**src/rtl/load_store_unit_pkg.sv**
```systemverilog
// rtl/load_store_unit_pkg.sv - shared funct3, cache write-width and state encodings
package load_store_unit_pkg;

    localparam logic [2:0] F3_B  = 3'b000;
    localparam logic [2:0] F3_H  = 3'b001;
    localparam logic [2:0] F3_W  = 3'b010;
    localparam logic [2:0] F3_BU = 3'b100;
    localparam logic [2:0] F3_HU = 3'b101;

    localparam logic [1:0] WW_NONE = 2'd0;
    localparam logic [1:0] WW_BYTE = 2'd1;
    localparam logic [1:0] WW_HALF = 2'd2;
    localparam logic [1:0] WW_WORD = 2'd3;

    typedef enum logic [1:0] {
        ST_IDLE   = 2'd0,
        ST_ACCESS = 2'd1,
        ST_WRITE  = 2'd2
    } lsu_state_t;

    // Unsigned variants exist only for loads; anything off its natural alignment faults.
    function automatic logic access_fault(input logic store, input logic [2:0] funct3,
                                          input logic [1:0] off);
        logic f;
        case (funct3)
            F3_B:    f = 1'b0;
            F3_BU:   f = store;
            F3_H:    f = off[0];
            F3_HU:   f = store | off[0];
            F3_W:    f = (off != 2'd0);
            default: f = 1'b1;
        endcase
        return f;
    endfunction

endpackage

```
**src/rtl/lsu_align.sv**
```systemverilog
// rtl/lsu_align.sv - combinational load extract/extend and store byte/half merge
module lsu_align
    import load_store_unit_pkg::*;
(
    input  logic [31:0] word,
    input  logic [1:0]  off,
    input  logic [2:0]  funct3,
    input  logic [31:0] wdata,
    output logic [31:0] load_data,
    output logic [31:0] merged
);

    logic [31:0] shifted;
    assign shifted = word >> {off, 3'b000};

    always_comb begin
        load_data = '0;
        merged    = word;
        case (funct3)
            F3_B:    load_data = {{24{shifted[7]}}, shifted[7:0]};
            F3_BU:   load_data = {24'b0, shifted[7:0]};
            F3_H:    load_data = {{16{shifted[15]}}, shifted[15:0]};
            F3_HU:   load_data = {16'b0, shifted[15:0]};
            F3_W:    load_data = word;
            default: load_data = '0;
        endcase
        case (funct3[1:0])
            2'b00:   merged[{off, 3'b000} +: 8]        = wdata[7:0];
            2'b01:   merged[{off[1], 4'b0000} +: 16]   = wdata[15:0];
            default: merged = wdata;
        endcase
    end

endmodule

```
**src/rtl/load_store_unit.sv**
```systemverilog
// rtl/load_store_unit.sv - memory-stage load/store unit with read-modify-write for sub-word stores
module load_store_unit
    import load_store_unit_pkg::*;
#(
    parameter int WORD_ADDR_BITS = 20
) (
    input  logic        clk,
    input  logic        reset,
    input  logic        req_valid,
    output logic        req_ready,
    input  logic        req_store,
    input  logic [2:0]  req_funct3,
    input  logic [31:0] req_addr,
    input  logic [31:0] req_wdata,
    input  logic [4:0]  req_rd,
    output logic        resp_valid,
    output logic [31:0] resp_rdata,
    output logic [4:0]  resp_rd,
    output logic        resp_fault,
    output logic [31:0] dc_addr,
    output logic [31:0] dc_write_data,
    output logic [1:0]  dc_write_width,
    input  logic [31:0] dc_read_data
);

    lsu_state_t state, state_next;

    logic                      lat_store;
    logic [2:0]                lat_funct3;
    logic [WORD_ADDR_BITS+1:0] lat_addr;
    logic [31:0]               lat_wdata;
    logic [4:0]                lat_rd;
    logic [31:0]               merge_word;

    logic        fault, rmw, direct;
    logic [1:0]  off;
    logic [31:0] load_data, merged;

    // Byte-address bits above the cache index are intentionally dropped.
    logic unused_addr_hi;
    assign unused_addr_hi = ^req_addr[31:WORD_ADDR_BITS+2];

    assign off    = lat_addr[1:0];
    assign fault  = access_fault(lat_store, lat_funct3, off);
    assign rmw    = lat_store && !fault && (off != 2'd0);
    assign direct = lat_store && !fault && (off == 2'd0);

    lsu_align u_align (
        .word      (dc_read_data),
        .off       (off),
        .funct3    (lat_funct3),
        .wdata     (lat_wdata),
        .load_data (load_data),
        .merged    (merged)
    );

    always_ff @(posedge clk or posedge reset) begin
        if (reset) state <= ST_IDLE;
        else       state <= state_next;
    end

    always_comb begin
        state_next     = state;
        req_ready      = 1'b0;
        dc_addr        = '0;
        dc_write_data  = '0;
        dc_write_width = WW_NONE;
        case (state)
            ST_IDLE: begin
                req_ready = 1'b1;
                if (req_valid) state_next = ST_ACCESS;
            end
            ST_ACCESS: begin
                dc_addr[WORD_ADDR_BITS-1:0] = lat_addr[WORD_ADDR_BITS+1:2];
                if (direct) begin
                    dc_write_data = lat_wdata;
                    case (lat_funct3)
                        F3_B:    dc_write_width = WW_BYTE;
                        F3_H:    dc_write_width = WW_HALF;
                        default: dc_write_width = WW_WORD;
                    endcase
                end
                state_next = rmw ? ST_WRITE : ST_IDLE;
            end
            ST_WRITE: begin
                dc_addr[WORD_ADDR_BITS-1:0] = lat_addr[WORD_ADDR_BITS+1:2];
                dc_write_data  = merge_word;
                dc_write_width = WW_WORD;
                state_next     = ST_IDLE;
            end
            default: state_next = ST_IDLE;
        endcase
    end

    always_ff @(posedge clk or posedge reset) begin
        if (reset) begin
            lat_store  <= 1'b0;
            lat_funct3 <= '0;
            lat_addr   <= '0;
            lat_wdata  <= '0;
            lat_rd     <= '0;
            merge_word <= '0;
            resp_valid <= 1'b0;
            resp_rdata <= '0;
            resp_rd    <= '0;
            resp_fault <= 1'b0;
        end else begin
            resp_valid <= 1'b0;
            case (state)
                ST_IDLE: begin
                    if (req_valid) begin
                        lat_store  <= req_store;
                        lat_funct3 <= req_funct3;
                        lat_addr   <= req_addr[WORD_ADDR_BITS+1:0];
                        lat_wdata  <= req_wdata;
                        lat_rd     <= req_rd;
                    end
                end
                ST_ACCESS: begin
                    merge_word <= merged;
                    if (!rmw) begin
                        resp_valid <= 1'b1;
                        resp_fault <= fault;
                        resp_rdata <= (lat_store || fault) ? 32'd0 : load_data;
                        resp_rd    <= lat_rd;
                    end
                end
                ST_WRITE: begin
                    resp_valid <= 1'b1;
                    resp_fault <= 1'b0;
                    resp_rdata <= '0;
                    resp_rd    <= lat_rd;
                end
                default: ;
            endcase
        end
    end

endmodule

```
**config.mk**
```make
export PLATFORM = sky130hd
export DESIGN_NAME = load_store_unit
export DESIGN_NICKNAME = d
export VERILOG_FILES = /design/src/rtl/load_store_unit_pkg.sv /design/src/rtl/lsu_align.sv /design/src/rtl/load_store_unit.sv
export SDC_FILE = /design/constraint.sdc
export NUM_CORES = 1
export LEC_CHECK = 0
export ABC_AREA = 1
export CAP_MARGIN = 15
export CORE_MARGIN = 3
export CORE_UTILIZATION = 50
export CTS_CLUSTER_SIZE = 24
export DETAILED_ROUTE_END_ITERATION = 10
export GPL_TIMING_DRIVEN = 0
export PLACE_DENSITY = 0.81
export SLEW_MARGIN = 20
export SYNTH_ARGS = -nofsm -noshare
export SYNTH_HDL_FRONTEND = slang
export SYNTH_SLANG_ARGS = --single-unit
```
**constraint.sdc**
```tcl
create_clock -name clk -period 5 [get_ports clk]
set_input_delay 1 -clock clk [delete_from_list [all_inputs] [get_ports clk]]
set_output_delay 1 -clock clk [all_outputs]
set_load 0.05 [all_outputs]
```
# Word level (Yosys, flattened, before mapping)
# Cells that the tools add are included.
# word_totals
register_bits,136
latchBits,0
ram_bits,0
rom_bits,0
input_bits,108
elab_cells,66
n_memories,0
# op_classes
n_addsub,2
multipliers,0
div_mod_pow,0
order_cmp,0
eq_ne,9
shift,5
n_mux,24
bitwise_logic,1
reduce_logical,14
# ops
cell,count
32-bit one-hot mux with 2 select lines,3
32-bit one-hot mux with 5 select lines,1
32-bit 2-to-1 mux,3
32-bit bitwise mux,2
16-bit by 7-bit variable shift with 32-bit output (first input constant),1
8-bit by 7-bit variable shift with 32-bit output (first input constant),1
16-bit by 7-bit indexed part select with 32-bit output,1
8-bit by 7-bit indexed part select with 32-bit output,1
32-bit by 5-bit right shift with 16-bit output,1
20-bit 2-to-1 mux,1
5-bit negation with 7-bit output,2
2-bit one-hot mux with 2 select lines,3
5-bit one-hot mux with 2 select lines,1
3-bit == test (second input constant),2
2-bit zero test,3
2-bit 2-to-1 mux,3
5-bit 2-to-1 mux,1
1-bit one-hot mux with 5 select lines,1
2-bit by 1-bit == test with 1-bit output (second input constant),2
2-bit != test (second input constant),2
1-bit one-hot mux with 2 select lines,2
2-bit AND reduction,2
2-bit nonzero test,2
3-bit by 1-bit == test with 1-bit output (second input constant),1
other kinds (9),13

# Logic depth before layout (Yosys ltp)
# depth
depth_word,7
mapped_depth,14
depth_no_buf,11

# Modules after synthesis
# Synthesis repeated with hierarchy kept, for this count alone.
# hier_totals
hier_cells,1184
area_unflattened_um2,8454.4
# by_module_without_submodules
mod,instances,cells_per_inst,area_per_inst_um2,seq_area_each_um2
load_store_unit,1,658,6239.7,3403.3
lsu_align,1,526,2214.6,0.0

# Least setup slack after synthesis
# No wires, ideal clock.
# synth_path
path_kind,reg2out
from,register lat_addr[1]
to,output port dc_write_data[10]
arrival_ns,2.926
path_slack_ns,1.074
stages_incl_launch_ff,13
path_cell_list,dfrtp_1 -> inv_1 -> clkbuf_1 -> clkbuf_1 -> ha_1 -> clkbuf_1 -> nor2_1 -> nor2_2 -> nand2_1 -> nor2_4 -> buf_2 -> nand3_1 -> a21oi_1
# synth_between
elab_chain_cells,7
# synth_rtl
item,line_no,rtl
start: declaration,load_store_unit.sv:30,logic [WORD_ADDR_BITS+1:0] lat_addr;
start signal: assignment,load_store_unit.sv:114,lat_addr <= req_addr[WORD_ADDR_BITS+1:0];
2-bit nonzero test,load_store_unit_pkg.sv:30,F3_W: f = (off != 2'd0);
1-bit one-hot mux with 5 select lines,load_store_unit_pkg.sv:25,case (funct3)
1-bit zero test,load_store_unit.sv:46,assign direct = lat_store && !fault && (off == 2'd0);
1-bit logical AND,load_store_unit.sv:46,
1-bit logical AND (*),load_store_unit.sv:46,
32-bit 2-to-1 mux (*),load_store_unit.sv:75,if (direct) begin
32-bit one-hot mux with 2 select lines (*),load_store_unit.sv:68,case (state)
end: declaration,load_store_unit.sv:21,"output logic [31:0] dc_write_data,"
# Mark *: on every way between the ends. The rest lies on a longest branch, timed or not.

# Worst setup path in the final report
# layout_path
from,register lat_addr[1]
to,output port dc_write_data[12]
# The elaborated chain is that of the path after synthesis.

==> impl_metrics.csv <==
group,metric,value,unit
run_status,status,"finished clean",
pwr,ir_worst_vdd,0.000532,V
synthesis,avgSynthCellArea,7.41,um^2
critical_path,arrival,3.71,ns
detailed_routing,via_per_inst,5.72,
worst_hold_path,hp-class,"flip-flop to flip-flop",
synthesis,netlist_top_cells_count,"nand2_1 (244), dfrtp_1 (136), a21oi_1 (117)",
detailed_routing,first_pass_iters,6,
synthesis,netlist_instances,1101,
synthesis,synthFlopType,"dfrtp_1",
clock_network,numCtsBuffers,17,
critical_path,crit_fanout,13,
clock_network,ctsHtreeMaxLevel,4,
place,dp.cells,1520,
detailed_routing,vias,8863,
layout,layout.cells.non_filler,1550,
synthesis,synthTopCellsByArea,"dfrtp_1 (42%), nand2_1 (11%), a21oi_1 (7.2%)",
synthesis,yosysMostFrequentCell,"nand2_1",
pwr,leakage,0.00509,uW
sta,finalSetupViolations,0,
die,io_pins,214,
synthesis,yosys.area.top_type,"dfrtp_1",
global_route,grt.overflow.total,0,
critical_path,crit_path_end_kind,"primary output",
sta,slew_headroom,0.439,
critical_path,required,4.00,ns
clock_network,cts_tree,"yes",
die,rows,46,
place,place_congestion,1.01,
clock_network,cts_root_buf,"clkbuf_16",
synthesis,netlist_area,8160,um^2
detailed_routing,antenna_left,0,
layout,drive_above_1_share,0.115,
synthesis,ys_types,31,
sta,tns,0,ns
sta,rsz0062_at_grt,"false",
sta,slew_violations,0,
clock_network,ctsHoldBuffers,0,
layout,antennaDiodeCount,0,
synthesis,ys_ff_latch,136,
global_route,grt_start_max_net_pins,94,
die,die_area,17900,um^2
sta,clock_skew,0.00894,ns
clock_network,cts_buffer_depth,2,
synthesis,synth-edff-count,0,
global_route,antenna_found_initial,1,
critical_path,startpoint_type,"flip-flop",
die,die_y,134,um
place,numPortBuffers,191,
global_route,grt_pass1_vias,8535,
detailed_routing,drc,0,
clock_network,clock_latency,0.43,ns
synthesis,synth-async-reset-ratio,1.00,
die,die_x,134,um
layout,fin_nets,1438,
clock_network,cts_sinks,136,
sta,fmax,0.212,GHz
pwr,pwr_density_cell,692,nW/um^2
clock_network,clkTransAtPathRegs,0.06,ns
sta,worst_pin_slew,0.841,ns
detailed_routing,wire_per_inst,19.6,um
sta,min_period,4.71,ns
synthesis,yosysSeqAreaShare,0.417,
global_route,grt_usage,0.340,
sta,finalCritPeriodShare,0.942,
synthesis,yosys_warnings,0,
synthesis,synth_top_area_share,0.417,
critical_path,path_class,"flip-flop to primary output",
sta,hold_slack,0.467,ns
place,post-dp-hpwl,22.8,mm
sta,hold_violations,0,
die,initial_core_util,0.512,
job,cap_viol_max_count,0,
die,core,15900,um^2
layout,area_delta_synth_final,33.8,%
detailed_routing,first_iter_violations,959,
global_route,grt_pass1_wl,47.0,mm
detailed_routing,wirelength,30.4,mm
worst paths after layout:
check,depth (start not counted),startpoint,slack (ns),end
max,12,lat_addr[1],0.29,dc_write_data[12]
min,2,lat_rd[2],0.47,resp_rd[2]
max reg2reg,12,lat_addr[1],2.06,resp_rd[3]
min reg2reg,2,lat_rd[2],0.47,resp_rd[2]
max in group asynchronous,3,reset,3.29,merge_word[8]
min in group asynchronous,2,reset,0.95,resp_rdata[14]
layout make-up:
cell class,count,area (um^2)
sequential,136,3400
timing repair buffer,192,1810
buffer,90,424
tap,216,270
inverter,98,379
fill,1407,5030
clock inverter,9,138
clock buffer,22,494
multi-input combinational,787,4000
kinds of logic after synthesis:
kind of cell	Yosys count	share of synthesized area
compound gates	242	0.166
fa+ha+maj	8	0.0123
buf+inv	189	0.0974
flops	136	0.417
mux	47	0.0649
other cells	1	0.000460
simple gates	478	0.242
worst max-delay path: stages, from the launching register on:
cell and delay, ns:
dfrtp_1 0.45, clkinvlp_4 0.23, clkbuf_2 0.34, ha_1 0.20, clkbuf_1 0.33, nor2_1 0.11
nor2_2 0.16, nand2_1 0.13, nor2_4 0.28, buf_2 0.30, nand3_1 0.10, a21oi_1 0.23
clkdlybuf4s15_2 0.41
repair_timing:
item,in CTS,in global routing
setup buffers,0,0
setup endpoints to repair,34,34
gates resized for setup,40,56
power breakdown:
part	switching (uW)	internal (uW)	total (uW)
clock	507	853	1360
sequential	364	1570	1940
combinational	2920	1340	4260
total	3790	3760	7550
through the flow:
stage	cell area, um^2	power, uW	setup slack [ns]	utilization
after floorplan	8200	4720	0.361	-
final	10900	7550	0.288	0.685
after CTS	11000	7480	0.00126	0.691
after global placement	10400	6040	-1.52	0.651
after detailed placement	10400	6120	-0.100	0.653
after global routing	10900	8000	0.0849	0.685
flip-flops by register name, indices dropped and copies added, names as in the netlist:
name	flops
state	2
resp_valid	1
lat_rd	5
lat_wdata	32
lat_store	1
lat_funct3	3
merge_word	32
resp_rdata	32
resp_fault	1
resp_rd	5
lat_addr	22
routing by layer:
metal,GRT usage,share of wire
met1,0.464,0.40
met2,0.503,0.44
met3,0.101,0.12
met4,0.150,0.042
met5,0,0
layout by cell type, fill, tap and decap left out, types with 15 or more instances in the layout:
master / count
a21oi_1: 117
a31oi_1: 26
buf_2: 17
buf_4: 15
clkbuf_1: 48
clkbuf_16: 17
clkbuf_2: 28
clkdlybuf4s50_1: 157
dfrtp_1: 136
inv_1: 91
mux2_2: 47
nand2_1: 244
nand3_1: 116
nor2_1: 109
o21ai_0: 55
o22ai_1: 16
(Power assumes the default switching activity.)
